File: config.mk
export PLATFORM = sky130hd
export DESIGN_NAME = if_fetch_queue
export DESIGN_NICKNAME = d
export VERILOG_FILES = /design/src/rtl/if_fetch_queue.sv
export SDC_FILE = /design/constraint.sdc
export NUM_CORES = 1
export LEC_CHECK = 0
export BUFFER_PORTS_ARGS = -buffer_cell sky130_fd_sc_hd__buf_2
export CAP_MARGIN = 10
export CORE_UTILIZATION = 35
export DETAILED_ROUTE_END_ITERATION = 10
export GPL_TIMING_DRIVEN = 1
export PLACE_DENSITY = 0.65
export SLEW_MARGIN = 20
export SYNTH_ARGS = -nofsm -noshare
export SYNTH_HDL_FRONTEND = slang
export SYNTH_SLANG_ARGS = --single-unit
export TNS_END_PERCENT = 10
File: constraint.sdc
create_clock -name clk -period 11.2 [get_ports clk]
set_input_delay 3.36 -clock clk [delete_from_list [all_inputs] [get_ports clk]]
set_output_delay 3.36 -clock clk [all_outputs]
set_load 0.1 [all_outputs]
File: src/rtl/if_fetch_queue.sv
// Instruction-fetch front end: owns the fetch PC, issues one imem request at a time,
// buffers {pc, inst} pairs for decode. Optional same-cycle bypass: IF_FETCH_QUEUE_BYPASS_EN.
module if_fetch_queue #(
    parameter int          DEPTH    = 4,
    parameter logic [31:0] RESET_PC = 32'h0000_0000
) (
    input  logic                       clk,
    input  logic                       rst,
    output logic                       imem_req,
    output logic [31:0]                imem_addr,
    input  logic                       imem_ready,
    input  logic                       imem_rvalid,
    input  logic [31:0]                imem_rdata,
    input  logic                       redirect,
    input  logic [31:0]                redirect_pc,
    output logic                       out_valid,
    input  logic                       out_ready,
    output logic [31:0]                out_pc,
    output logic [31:0]                out_inst,
    output logic [$clog2(DEPTH+1)-1:0] count
);
    localparam int AW = $clog2(DEPTH);
    localparam int CW = $clog2(DEPTH+1);

    typedef enum logic [1:0] {IDLE, WAIT, DROP} state_t;

    state_t          state, state_nxt;
    logic [31:0]     fetch_pc;
    logic [31:0]     q_pc   [DEPTH];
    logic [31:0]     q_inst [DEPTH];
    logic [AW-1:0]   head, tail;
    logic            resp_ok, push, pop;

    assign imem_addr = fetch_pc;
    assign imem_req  = (state == IDLE) && (count < CW'(DEPTH)) && !redirect;
    assign resp_ok   = (state == WAIT) && imem_rvalid && !redirect;
    assign pop       = (count != '0) && out_ready && !redirect;

`ifdef IF_FETCH_QUEUE_BYPASS_EN
    logic bypass;
    // Empty queue: hand the response straight to decode; store it only if decode stalls.
    assign bypass    = resp_ok && (count == '0);
    assign push      = resp_ok && !(bypass && out_ready);
    assign out_valid = (count != '0) || bypass;
    assign out_pc    = bypass ? fetch_pc   : q_pc[head];
    assign out_inst  = bypass ? imem_rdata : q_inst[head];
`else
    assign push      = resp_ok;
    assign out_valid = (count != '0);
    assign out_pc    = q_pc[head];
    assign out_inst  = q_inst[head];
`endif

    always_comb begin
        state_nxt = state;
        case (state)
            IDLE: if (imem_req && imem_ready) state_nxt = WAIT;
            // A redirect that coincides with the response simply discards it.
            WAIT: if (imem_rvalid)            state_nxt = IDLE;
                  else if (redirect)          state_nxt = DROP;
            DROP: if (imem_rvalid)            state_nxt = IDLE;
            default:                          state_nxt = IDLE;
        endcase
    end

    always_ff @(posedge clk or posedge rst) begin
        if (rst) begin
            state    <= IDLE;
            fetch_pc <= RESET_PC;
        end else begin
            state <= state_nxt;
            if (redirect)
                fetch_pc <= {redirect_pc[31:2], 2'b00};
            else if (resp_ok)
                fetch_pc <= fetch_pc + 32'd4;
        end
    end

    always_ff @(posedge clk or posedge rst) begin
        if (rst) begin
            head  <= '0;
            tail  <= '0;
            count <= '0;
            for (int i = 0; i < DEPTH; i++) begin
                q_pc[i]   <= '0;
                q_inst[i] <= '0;
            end
        end else if (redirect) begin
            head  <= '0;
            tail  <= '0;
            count <= '0;
        end else begin
            if (push) begin
                q_pc[tail]   <= fetch_pc;
                q_inst[tail] <= imem_rdata;
                tail         <= tail + 1'b1;
            end
            if (pop)
                head <= head + 1'b1;
            case ({push, pop})
                2'b10:   count <= count + 1'b1;
                2'b01:   count <= count - 1'b1;
                default: count <= count;
            endcase
        end
    end
endmodule

==> impl_metrics.py <==
metrics = {
    "die": {
        "ioPinCount": 171,
        "die_x_um": 195,
        "chipHeight_um": 195,
        "core_um2": 36600,
        "rows": 70,
        "initial_utilization_pct": 35.5,
        "dieArea_um2": 37900,
    },
    "clocking": {
        "hold_buffers": 0,
        "clk-insertion-delay-late_ns": 0.54,
        "path_clk_slew_ns": 0.06,
        "cts_tree": "yes",
        "cts_setup_buffers": 0,
        "cts.sinks": 287,
        "ctsResizeCount": 0,
        "htree_levels": 2,
        "clockBufferDepth": 3,
        "cts_root_buf": "clkbuf_16",
        "numCtsBuffers": 35,
    },
    "sta": {
        "max_slew_margin_pct": 22.1,
        "skew_ns": 0.0188,
        "fin_crit_ns": 7.95,
        "hold_violations": 0,
        "worst_pin_slew_ns": 1.17,
        "setup_tns_ns": 0,
        "setup_viol": 0,
        "maxSlewViolCount": 0,
        "fmax_mhz": 126,
        "grt_setup_unrepaired": "no",
        "fin_crit_sh_pct": 71.0,
    },
    "status": {
        "status": "finished clean",
    },
    "synth": {
        "synthCells": 890,
        "ys.flop_type": "dfrtp_1",
        "async_flop_share_pct": 100,
        "synth_seq_area_share_pct": 55.2,
        "yosysWarnings": 0,
        "synth_edf_count": 0,
        "syn_avg_cell_area_um2": 14.6,
        "netlist_area_um2": 13000,
        "ys_ff_latch": 287,
        "ys_types": 43,
    },
    "pwr": {
        "p_leak_uw": 0.00722,
        "powerDensity_nw_per_um2": 297,
        "irDropWorstVdd_mv": 0.177,
    },
    "final_layout": {
        "layout.nets": 1104,
        "final_cells": 1524,
        "multi_input_area_um2": 5550,
        "layout.cells.most_common_list": "dfrtp_1 (285), mux2_2 (249), buf_2 (164)",
        "drive_gt1_share_pct": 51.5,
        "area_growth_pct": 18.6,
        "fillers": 3398,
        "final-seq-area_um2": 7190,
        "layout_commonest_cell": "dfrtp_1",
    },
    "hold_path": {
        "hp-class": "register to register",
    },
    "detailed_routing": {
        "first_iter_violations": 308,
        "dr.pass1.iters": 4,
        "via_per_inst": 5.25,
        "ant_nets": 0,
        "wl_mm": 30.3,
        "drc": 0,
        "vias": 7994,
        "wl_per_cell_um": 19.9,
    },
    "global_route": {
        "antenna_found_initial": 2,
        "grt.total_usage_pct": 16.6,
        "first_global_vias": 8455,
        "grt_start_max_net_pins": 176,
        "grt_overflow": 0,
        "grt_pass1_wl_mm": 48.7,
    },
    "critical_path": {
        "slowest_stage": "buf_2",
        "cpMostUsedCell": "buf_2",
        "crit_arrival_ns": 4.59,
        "cp_max_fo": 48,
        "crit_chain": "buf_2, buf_4, nor4_1, buf_2",
        "crit_type": "primary input to primary output",
        "cp.required_ns": 7.84,
        "r2r_setup_slack_ns": 8.25,
        "endpoint_kind": "primary output",
        "slowest_delay_ns": 0.49,
        "worstSetupStartpointType": "primary input",
    },
    "placement": {
        "numPortBuffers": 164,
        "place_inst": 1457,
        "gp_congestion": 0.762,
        "hpwl_mm": 18.0,
    },
    "job": {
        "cap_violations": 0,
    },
}
==> path summary, 6_finish.rpt <==
kind                                       from                      to  cells after the start
max                                    redirect                imem_req                      4
min                        q_pc[51]$_DFFE_PP0P_    q_pc[51]$_DFFE_PP0P_                      1
max reg2reg                state[0]$_DFFE_PP0P_  q_inst[34]$_DFFE_PP0P_                      5
min reg2reg                q_pc[51]$_DFFE_PP0P_    q_pc[51]$_DFFE_PP0P_                      1
max in group asynchronous                   rst     head[1]$_DFFE_PP0P_                      3
min in group asynchronous                   rst  q_inst[33]$_DFFE_PP0P_                      2
==> per-layer routing <==
layer	share of wire, %	routed length [um]	track usage (%)	vias to the layer above
li1	-	-	-	3592
met1	45	13700	22.0	4212
met2	48	14600	26.8	146
met3	4.0	1220	3.12	44
met4	2.5	743	6.91	0
met5	0	0	0	-
==> critical path, delay by kind of cell <==
kind | cells | cell delay [ns]
buffers and inverters | 3 | 0.85
AND/OR/NAND/NOR | 1 | 0.35
==> registers in the layout (all words and copies together) (netlist names) <==
register and cells:
tail 2, head 2, q_inst 128, q_pc 120, count 3, imem_addr 30, state 2
==> synthesized netlist by cell type, drive strengths merged, types with 5 or more instances <==
cell type	number	share of area (%)
a31oi	14	0.67
nand3	13	0.50
nor2	23	0.66
buf	18	0.73
xnor2	7	0.47
clkbuf	55	1.6
or4	15	0.87
o21ai	14	0.54
o31ai	10	0.58
inv	11	0.32
mux4	62	11
ha	5	0.48
and4	6	0.40
dfrtp	287	55
nand4	11	0.58
or3	5	0.24
nand2	34	0.98
xor2	5	0.34
mux2	249	22
nor3	7	0.27
==> where the power goes <==
part,switching (uW),internal (uW)
Sequential,149,1210
Combinational,1630,491
Clock,438,668
==> cell type report <==
type | instances | area share [%]
Sequential cell | 287 | 46.6
Multi-Input combinational cell | 522 | 36.0
Clock buffer | 52 | 6.48
Timing Repair Buffer | 171 | 6.00
Tap cell | 468 | 3.80
Clock inverter | 11 | 0.819
Inverter | 11 | 0.292
Antenna cell | 2 | 0.0324
==> cells by family after synthesis <==
family	share of synthesized area, %
other cells	0.0288
compound gates	2.66
simple gates	5.55
buf+inv	2.65
fa+ha+maj	0.635
xor+xnor	0.808
mux	32.5
flops	55.2
==> through the flow <==
step | util [%] | instance area (um^2) | hold WS [ns] | setup slack [ns] | power [uW]
after floorplan | - | 13000 | 0.474 | 1.18 | 3190
after global placement | 38.8 | 14200 | 0.481 | 3.23 | 3490
after detailed placement | 38.9 | 14200 | 0.487 | 3.25 | 3510
after CTS | 41.9 | 15400 | 0.499 | 3.24 | 4640
after global routing | 42.1 | 15400 | 0.511 | 3.18 | 4760
final | 42.1 | 15400 | 0.497 | 3.25 | 4580
Note: power is estimated with default switching activity, not from simulation.
